<file path="src/rtl/serial_frame_rx.sv">
// Serial frame receiver: hunts for a sync pattern, then deserializes FRAME_WORDS
// MSB-first words into a small output FIFO. Define SERIAL_FRAME_RX_PARITY_EN for per-word even parity.
`timescale 1ns/1ps

module serial_frame_rx #(
  parameter int                DATA_W       = 8,
  parameter int                SYNC_W       = 8,
  parameter logic [SYNC_W-1:0] SYNC_PATTERN = 8'hA5,
  parameter int                FRAME_WORDS  = 4,
  parameter int                FIFO_DEPTH   = 4
) (
  input  logic              clk,
  input  logic              rst,
  input  logic              in_bit,
  input  logic              bit_en,
  output logic [DATA_W-1:0] out_data,
  output logic              out_valid,
  input  logic              out_ready,
  output logic              locked,
  output logic              frame_done,
  output logic              overflow,
  output logic              parity_err
);

`ifdef SERIAL_FRAME_RX_PARITY_EN
  localparam int WORD_BITS = DATA_W + 1;
`else
  localparam int WORD_BITS = DATA_W;
`endif
  localparam int BCNT_W = $clog2(WORD_BITS + 1);
  localparam int PTR_W  = $clog2(FIFO_DEPTH);
  localparam int CNT_W  = PTR_W + 1;

  localparam logic [BCNT_W-1:0] LAST_BIT   = BCNT_W'(WORD_BITS - 1);
  localparam logic [BCNT_W-1:0] BCNT_ONE   = BCNT_W'(1);
  localparam logic [7:0]        FRAME_LAST = 8'(FRAME_WORDS - 1);
  localparam logic [PTR_W-1:0]  PTR_ONE    = PTR_W'(1);
  localparam logic [CNT_W-1:0]  CNT_ONE    = CNT_W'(1);
  localparam logic [CNT_W-1:0]  FULL_CNT   = CNT_W'(FIFO_DEPTH);

  typedef enum logic [0:0] {
    ST_HUNT = 1'b0,
    ST_DATA = 1'b1
  } state_t;

`ifdef SERIAL_FRAME_RX_PARITY_EN
  function automatic logic parity_ok(input logic [DATA_W-1:0] data, input logic par);
    parity_ok = ~(^{data, par});
  endfunction
`endif

  state_t              state_q, state_d;
  logic [SYNC_W-1:0]   hist_q, hist_d;
  logic [BCNT_W-1:0]   bit_cnt_q, bit_cnt_d;
  logic [7:0]          word_cnt_q, word_cnt_d;
  logic [DATA_W-1:0]   word_q, word_d;

  logic                word_done_s;
  logic                word_ok_s;
  logic                push_s;
  logic                pop_s;
  logic                full_s;
  logic                wr_en_s;
  logic                drop_s;
  logic                last_word_s;
  logic [DATA_W-1:0]   done_word_s;
  logic [CNT_W-1:0]    count_d;

  logic                locked_q;
  logic                frame_done_q;
  logic                overflow_q;
  logic [DATA_W-1:0]   mem_q [FIFO_DEPTH];
  logic [PTR_W-1:0]    wr_ptr_q, rd_ptr_q;
  logic [CNT_W-1:0]    count_q;

  // State register together with the shift/count datapath it sequences.
  always_ff @(posedge clk or posedge rst) begin
    if (rst) begin
      state_q    <= ST_HUNT;
      hist_q     <= '0;
      bit_cnt_q  <= '0;
      word_cnt_q <= '0;
      word_q     <= '0;
    end else begin
      state_q    <= state_d;
      hist_q     <= hist_d;
      bit_cnt_q  <= bit_cnt_d;
      word_cnt_q <= word_cnt_d;
      word_q     <= word_d;
    end
  end

  // Next-state logic; nothing advances on cycles without bit_en.
  always_comb begin
    state_d    = state_q;
    hist_d     = hist_q;
    bit_cnt_d  = bit_cnt_q;
    word_cnt_d = word_cnt_q;
    word_d     = word_q;
    if (bit_en) begin
      case (state_q)
        ST_HUNT: begin
          hist_d = {hist_q[SYNC_W-2:0], in_bit};
          if (hist_d == SYNC_PATTERN) begin
            state_d    = ST_DATA;
            bit_cnt_d  = '0;
            word_cnt_d = '0;
            word_d     = '0;
          end else begin
            state_d = ST_HUNT;
          end
        end
        ST_DATA: begin
`ifdef SERIAL_FRAME_RX_PARITY_EN
          // The trailing parity bit is not shifted into the data word.
          if (bit_cnt_q != LAST_BIT) begin
            word_d = {word_q[DATA_W-2:0], in_bit};
          end else begin
            word_d = word_q;
          end
`else
          word_d = {word_q[DATA_W-2:0], in_bit};
`endif
          if (word_done_s) begin
            bit_cnt_d = '0;
            if (last_word_s) begin
              state_d    = ST_HUNT;
              hist_d     = '0;
              word_cnt_d = '0;
            end else begin
              word_cnt_d = word_cnt_q + 8'd1;
            end
          end else begin
            bit_cnt_d = bit_cnt_q + BCNT_ONE;
          end
        end
        default: begin
          state_d = ST_HUNT;
        end
      endcase
    end else begin
      state_d = state_q;
    end
  end

  // Word completion, FIFO push/pop arbitration and next-cycle output values.
  always_comb begin
    word_done_s = 1'b0;
    if (bit_en && (state_q == ST_DATA) && (bit_cnt_q == LAST_BIT)) begin
      word_done_s = 1'b1;
    end else begin
      word_done_s = 1'b0;
    end
`ifdef SERIAL_FRAME_RX_PARITY_EN
    done_word_s = word_q;
    word_ok_s   = parity_ok(word_q, in_bit);
`else
    done_word_s = {word_q[DATA_W-2:0], in_bit};
    word_ok_s   = 1'b1;
`endif
    push_s      = word_done_s && word_ok_s;
    last_word_s = word_done_s && (word_cnt_q == FRAME_LAST);
    pop_s       = (count_q != '0) && out_ready;
    full_s      = (count_q == FULL_CNT);
    // A full FIFO still accepts a word when the head leaves on the same edge.
    wr_en_s     = push_s && (!full_s || pop_s);
    drop_s      = push_s && full_s && !pop_s;
    case ({wr_en_s, pop_s})
      2'b10:   count_d = count_q + CNT_ONE;
      2'b01:   count_d = count_q - CNT_ONE;
      default: count_d = count_q;
    endcase
  end

  // Status output registers.
  always_ff @(posedge clk or posedge rst) begin
    if (rst) begin
      locked_q     <= 1'b0;
      frame_done_q <= 1'b0;
      overflow_q   <= 1'b0;
    end else begin
      locked_q     <= (state_d == ST_DATA);
      frame_done_q <= last_word_s;
      overflow_q   <= overflow_q | drop_s;
    end
  end

  // Output FIFO storage and pointers.
  always_ff @(posedge clk or posedge rst) begin
    if (rst) begin
      for (int i = 0; i < FIFO_DEPTH; i++) begin
        mem_q[i] <= '0;
      end
      wr_ptr_q <= '0;
      rd_ptr_q <= '0;
      count_q  <= '0;
    end else begin
      if (wr_en_s) begin
        mem_q[wr_ptr_q] <= done_word_s;
        wr_ptr_q        <= wr_ptr_q + PTR_ONE;
      end
      if (pop_s) begin
        rd_ptr_q <= rd_ptr_q + PTR_ONE;
      end
      count_q <= count_d;
    end
  end

`ifdef SERIAL_FRAME_RX_PARITY_EN
  logic parity_err_q;

  // Parity mismatch pulse.
  always_ff @(posedge clk or posedge rst) begin
    if (rst) begin
      parity_err_q <= 1'b0;
    end else begin
      parity_err_q <= word_done_s && !word_ok_s;
    end
  end

  assign parity_err = parity_err_q;
`else
  assign parity_err = 1'b0;
`endif

  assign out_data   = mem_q[rd_ptr_q];
  assign out_valid  = (count_q != '0);
  assign locked     = locked_q;
  assign frame_done = frame_done_q;
  assign overflow   = overflow_q;

endmodule

</file>
<file path="config.mk">
export PLATFORM = sky130hd
export DESIGN_NAME = serial_frame_rx
export DESIGN_NICKNAME = d
export VERILOG_FILES = /design/src/rtl/serial_frame_rx.sv
export SDC_FILE = /design/constraint.sdc
export NUM_CORES = 1
export LEC_CHECK = 0
export ABC_CLOCK_PERIOD_IN_PS = 2430
export CAP_MARGIN = 5
export CORE_MARGIN = 1.5
export CORE_UTILIZATION = 27
export CTS_CLUSTER_SIZE = 12
export DETAILED_ROUTE_END_ITERATION = 8
export PLACE_DENSITY = 0.45
export SLEW_MARGIN = 15
export SYNTH_ARGS = -nofsm -noshare
export SYNTH_HDL_FRONTEND = slang
export SYNTH_SLANG_ARGS = --single-unit
</file>
<file path="constraint.sdc">
create_clock -name clk -period 2.43 [get_ports clk]
set_input_delay 0.3645 -clock clk [delete_from_list [all_inputs] [get_ports clk]]
set_output_delay 0.3645 -clock clk [all_outputs]
set_load 0.02 [all_outputs]
</file>
==> results of run 1 <==
-- state kept, by name (all words and copies together), names as in the netlist --
signal      flops
wr_ptr_q        2
mem_q          32
bit_cnt_q       4
word_cnt_q      8
frame_done      1
hist_q          7
rd_ptr_q        2
overflow        1
word_q          7
count_q         3
locked          1
-- per-stage QoR --
step,setup WS (ns),utilization,hold WS [ns],instance area [um^2]
finish,0.0855,0.357,0.363,3920
global route,0.000238,0.357,0.418,3920
CTS,0.0109,0.356,0.362,3910
detailed placement,0.0668,0.327,0.453,3590
global placement,0.106,0.327,0.453,3590
floorplan,0.354,-,0.447,3090
-- layout by cell type, fill, tap and decap left out, types with 6 or more instances in the layout --
cell type	instances
a22o_1	16
buf_4	18
dfrtp_1	68
clkbuf_16	9
inv_1	12
nand2_1	6
ha_1	7
mux4_2	8
mux2_2	32
clkdlybuf4s50_1	12
o21ai_0	8
nand3_1	7
-- repair_timing --
| item | 4_1_cts | 5_1_grt |
|---|---|---|
| resized for setup | 0 | 4 |
| endpoints found under the setup margin | 0 | 4 |
| hold endpoints to repair | 0 | 0 |
| hold buffers | 0 | 0 |
-- cells by family (layout without fill, tap and decap cells) --
group	after synthesis	in the layout
AOI/OAI and AO/OA	41	41
muxes	40	40
adders and majority gates	8	8
xor gates and xnor gates	6	6
and+or+nand+nor	47	47
buffers and inverters	22	67
other	1	1
DFF	68	68
-- routing by layer --
layer,track usage,vias up,wire (um)
met2,0.175,32,2740
met4,0.0501,0,123
met5,0,-,0
met1,0.156,989,3130
li1,-,935,-
met3,0.0335,10,191
-- final cells by class --
type                            instances  share of cell area
Clock inverter                          6              0.0227
Clock buffer                           10              0.0584
Multi-Input combinational cell        143               0.329
Inverter                               13              0.0125
Tap cell                              140              0.0447
Sequential cell                        68               0.434
Timing Repair Buffer                   38              0.0984
-- where the power goes --
part	switching, mW	internal [mW]	total, mW	leakage (nW)
Clock	0.480	0.898	1.38	0.149
Combinational	0.106	0.105	0.211	0.811
Sequential	0.0718	1.20	1.27	0.907
-- worst max path at each step --
stage | start | end | slack (ns) | depth (start not counted)
global route | rd_ptr_q[0] | out_data[2] | 0.0002 | 3
CTS | rd_ptr_q[0] | out_data[4] | 0.01 | 3
floorplan | rst | bit_cnt_q[0] | 0.35 | 1
global placement | bit_en | mem_q[15] | 0.11 | 7
detailed placement | out_ready | count_q[2] | 0.07 | 10
finish | rd_ptr_q[0] | out_data[2] | 0.09 | 3
==> impl_results.md, run 1 <==
* Area share of the largest cell type after synthesis at 0.550
* Chip height at 110 um
* Die ar. at roughly 12000 um^2
* Status: finished clean
* Sequential share of the synthesized area at 0.550
* Critical Path Start Type: flop
* Max Freq at about 430 MHz
* R2R depth at 10
* Largest stage delay, worst path at 0.55 ns
* Pin count of the biggest net entering global routing at 29
* Synth cell types at between 40 and 50
* DR WL/cell at approximately 15 um
* Post-DP HPWL at about 4400 um
* Dominant cells by area after synthesis: dfrtp_1 (55%), mux2_2 (12%), mux4_2 (5.8%)
* Multiplexer share of the synthesized area at 0.175
* Core area at 11000 um^2
* VDD IR max at 0.339 mV
* Boundary Pins at 18
* Synth area leader: dfrtp_1
* Initial Util at 0.282
* Post-Synth Adder-Cell Area at 0.0348
* Share of cells above drive strength 1 at 0.309
* Clock Skews at 0.00630 ns
* Initial antenna violation count at 0
* MaxCap Viol Count at 0
* Drt drc at 0
* Finish-stage setup viols at 0
* Total of warnings raised by yosys at 0
* Cell family with most CP delay: buffers and inverters
* CTS tree: yes
* Number of H-tree levels at 3
* Vias at about 2000
* Final GP Congestion at 0.723
* Crit. End Element: output pin
* Post-layout min period at 2.34 ns
* Pwr/cell area at 731 nW/um^2
* Finished Layout Cells at 418
* Final nets at 286
* Final Cycle Share at 0.965
* Top_reg_cell synth: dfrtp_1
* Dpl cells at between 400 and 500
* Register cell area after layout at 1700 um^2
* First-pass GRT wire length at 10500 um
* Crit path max fanout at 6
* Post-Synthesis Cells at 233
* Clock Sinks at 68
* Clk pin slew, worst setup/hold paths at 0.06 ns
* Reg2Reg Setup Slack at around 0.34 ns
* Crit-path cells: buf_12 -> mux4_2 -> clkdlybuf4s50_1
* Async S/R FF share, synth at 1.00
* Number of synthesized flops with an enable pin at 0
* Total gr overflow at 0
* Multi-input logic area at roughly 1300 um^2
* Final hold vios at 0
* Site Rows at 38
* Simple-gate share of the synthesized area at 0.0926
* Hold Crit Class: input pin to asynchronous set/reset pin
* Initial DRC Count at 75
* Worst-skew pair later-pin latency at 0.33 ns
* N_diodes at 0
* Netlist Area Pre-Place at 3090 um^2
* WP data arrival at just under 2 ns
* Largest family of logic cells by synthesized area: multiplexers
* Sum Neg Setup Slack at 0 ns
* P&R area growth vs syn at 26.6%
* Reg-to-Reg End: count_q[2]
* # fillers at roughly 1100
* RSZ-0062 raised after global routing: false
* CTS max path bufs at 2
* Post-synthesis xor/xnor area fraction at 0.0170
* Total power at 2.86 mW
* Post-CTS Setup Inserts at 0
* Die Wd at 110 um
* LEAKAGE at 1.87 nW
* Synth Area in Compound Gates at 0.0962
* CP max-delay cell: clkdlybuf4s50_1
* WS Path Type: flop to output pin
* CTS root buffer: clkbuf_16
* Synth cell count leaders: dfrtp_1 (68), mux2_2 (32), a22o_1 (16)
* #FFs+latches synth at slightly below 70
* Most numerous cell in the Yosys netlist: dfrtp_1
* Reg2reg start: bit_cnt_q[0]
* Buf+Inv Stages, Crit Path at 2
* WL final at 6190 um
* DRT antenna net count at 0
* Final Slew Violations at 0
* Syn_nets at 246
* Worst path required time at ~2.1 ns
* DR pass1 iterations at 4
* Port Buffers at 16
* Number of global-route vias before repair at just over 2000
* Avg Cell Area, Syn at 13.3 um^2
* GRT Overall Usage at 0.116
* Number of CTS-inserted buffers at 9
* Vias per std cell at 4.70
Power figures use the tool's default switching activity.
==> run 2, diff against run 1 <==
--- a/config.mk
+++ b/config.mk
@@ -8,10 +8,10 @@
 export ABC_CLOCK_PERIOD_IN_PS = 2430
 export CAP_MARGIN = 5
 export CORE_MARGIN = 1.5
-export CORE_UTILIZATION = 27
+export CORE_UTILIZATION = 34
 export CTS_CLUSTER_SIZE = 12
 export DETAILED_ROUTE_END_ITERATION = 8
-export PLACE_DENSITY = 0.45
+export PLACE_DENSITY = 0.53
 export SLEW_MARGIN = 15
 export SYNTH_ARGS = -nofsm -noshare
 export SYNTH_HDL_FRONTEND = slang
==> run 2 against run 1 <==
Against the previous run:
- first-iteration DRC count is 41% lower
- critical path depth unchanged
- die area decreased by 20%
- via count down 2.1%
- critical endpoint is now out_data[0]
- total power down 16%
- register-to-register slack hardly changed
- sequential power barely moved
- non-clock buffer count shrank 8
- fmax is 0.10% lower
- clock skew decreased by 0.0013 ns
==> impl_results.md, run 2 (same netlist as run 1, synthesis figures left out) <==
* WP data arrival at 1.98 ns (about the same)
* Largest stage delay, worst path at 0.55 ns (about the same)
* Initial antenna violation count at 0 (unchanged)
* Final hold vios at 0 (unchanged)
* Initial DRC Count at 44 (-41%)
* DR pass1 iterations at 4 (unchanged)
* Final GP Congestion at 0.738 (+2.1%)
* Number of CTS-inserted buffers at 9 (unchanged)
* CTS tree: yes
* Vias per std cell at 5.09 (+8.3%)
* Worst-skew pair later-pin latency at 0.34 ns (about the same)
* Finish-stage setup viols at 0 (unchanged)
* CP max-delay cell: clkdlybuf4s50_1
* Clock Sinks at 68 (unchanged)
* Port Buffers at 16 (unchanged)
* Sum Neg Setup Slack at 0 ns (unchanged)
* Worst path required time at 2.07 ns (about the same)
* Register cell area after layout at 1700 um^2 (about the same)
* Multi-input logic area at 1290 um^2 (unchanged)
* Post-DP HPWL at 3790 um (-13%)
* Crit-path cells: buf_12 -> mux4_2 -> clkdlybuf4s50_1
* Cell family with most CP delay: buffers and inverters
* Number of global-route vias before repair at 1892 (-6.2%)
* RSZ-0062 raised after global routing: false
* Final nets at 278 (-2.8%)
* DR WL/cell at 15.3 um (+3.6%)
* Core area at 8760 um^2 (-20%)
* LEAKAGE at 1.73 nW (-7.4%)
* First-pass GRT wire length at 9910 um (-5.3%)
* N_diodes at 0 (unchanged)
* Max FFs per register at 32 (unchanged)
* Die Wd at 98.4 um (-11%)
* Chip height at 98.4 um (-11%)
* Max Freq at 426 MHz (-0.10%)
* Total gr overflow at 0 (unchanged)
* Crit path max fanout at 8 (+2)
* Final Cycle Share at 0.966 (+0.000979)
* Share of cells above drive strength 1 at 0.296 (-0.0131)
* GRT Overall Usage at 0.131 (+0.0150)
* WS Path Type: flop to output pin
* Clock Skews at 0.00498 ns (-0.00132 ns)
* Die ar. at 9680 um^2 (-20%)
* Clk pin slew, worst setup/hold paths at 0.07 ns (about the same)
* Critical Path Start Type: flop
* Regs by FF count: mem_q (32), word_cnt_q (8)
* Status: finished clean
* Number of H-tree levels at 3 (unchanged)
* Boundary Pins at 18 (unchanged)
* MaxCap Viol Count at 0 (unchanged)
* Drt drc at 0 (unchanged)
* Vias at 1925 (-2.1%)
* Post-layout min period at 2.35 ns (+0.00238 ns)
* P&R area growth vs syn at 19.0%
* Crit. End Element: output pin
* CTS root buffer: clkbuf_8
* CTS max path bufs at 2 (unchanged)
* Pwr/cell area at 654 nW/um^2 (-11%)
* Dpl cell area at 3480 um^2 (-3.1%)
* Commonest non-fill, non-tap cell in the layout: dfrtp_1
* DRT antenna net count at 0 (unchanged)
* Hold Crit Class: input pin to asynchronous set/reset pin
* Final Slew Violations at 0 (unchanged)
* WL final at 5790 um (-6.3%)
* VDD IR max at 0.274 mV (-19%)
* Biggest register: mem_q
* # fillers at 848 (-20%)
* Hold_buf cts at 0 (unchanged)
* Most frequent cells in the layout: dfrtp_1 (67), mux2_2 (32), a22o_1 (16)
* Pin count of the biggest net entering global routing at 69 (+140%)
* Initial Util at 0.353 (+0.0714)
* Site Rows at 34 (-11%)
* Post-route cell area at 3680 um^2 (-6.0%)
* Buf+Inv Stages, Crit Path at 2 (unchanged)
-- run 2: worst paths after layout --
check | from | to | slack [ns] | cells after the start
worst max-delay path | rd_ptr_q[0] | out_data[0] | 0.08 | 3
max in group asynchronous | rst | rd_ptr_q[1] | 1.71 | 3
min in group clk | overflow | overflow | 0.47 | 1
worst min register to register | overflow | overflow | 0.47 | 1
worst min-delay path | rst | word_cnt_q[6] | 0.39 | 3
worst max register to register | bit_cnt_q[0] | count_q[2] | 0.35 | 10
-- run 2: metal layers --
layer / vias to the layer above / routed length (um) / track usage
li1: 916 / - / -
met1: 971 / 2880 / 0.184
met2: 30 / 2630 / 0.193
met3: 8 / 208 / 0.0429
met4: 0 / 72 / 0.0423
met5: - / 0 / 0
-- run 2: timing repair --
action | 4_1_cts | 5_1_grt
setup buffers | 0 | 0
resized for setup | 1 | 2
setup endpoints to repair | 1 | 2
hold endpoints to repair | 0 | 0
-- run 2: per-stage QoR --
step / setup slack, ns / utilization / cells / power, mW / hold WS, ns
after floorplan: 0.354 / - / 233 / 1.42 / 0.447
after global placement: 0.130 / 0.397 / 362 / 1.50 / 0.457
after detailed placement: 0.0701 / 0.397 / 362 / 1.50 / 0.461
after CTS: 0.0262 / 0.420 / 378 / 2.45 / 0.410
after global routing: 0.0107 / 0.420 / 378 / 2.53 / 0.442
final: 0.0832 / 0.420 / 378 / 2.41 / 0.389
-- run 2: worst min-delay path: cells and delay by family --
kind,cells,cell delay [ns]
buffers and inverters,3,0.77
-- run 2: cell type report --
cell class | instances | area share
Tap cell | 108 | 0.0367
Clock buffer | 9 | 0.0336
Timing Repair Buffer | 30 | 0.0836
Inverter | 13 | 0.0133
Multi-Input combinational cell | 143 | 0.350
Sequential cell | 68 | 0.462
Clock inverter | 7 | 0.0204
-- run 2: power by group --
group | internal, mW | switching (mW) | total (mW)
logic | 0.101 | 0.104 | 0.205
clock network | 0.477 | 0.455 | 0.931
registers | 1.20 | 0.0719 | 1.27
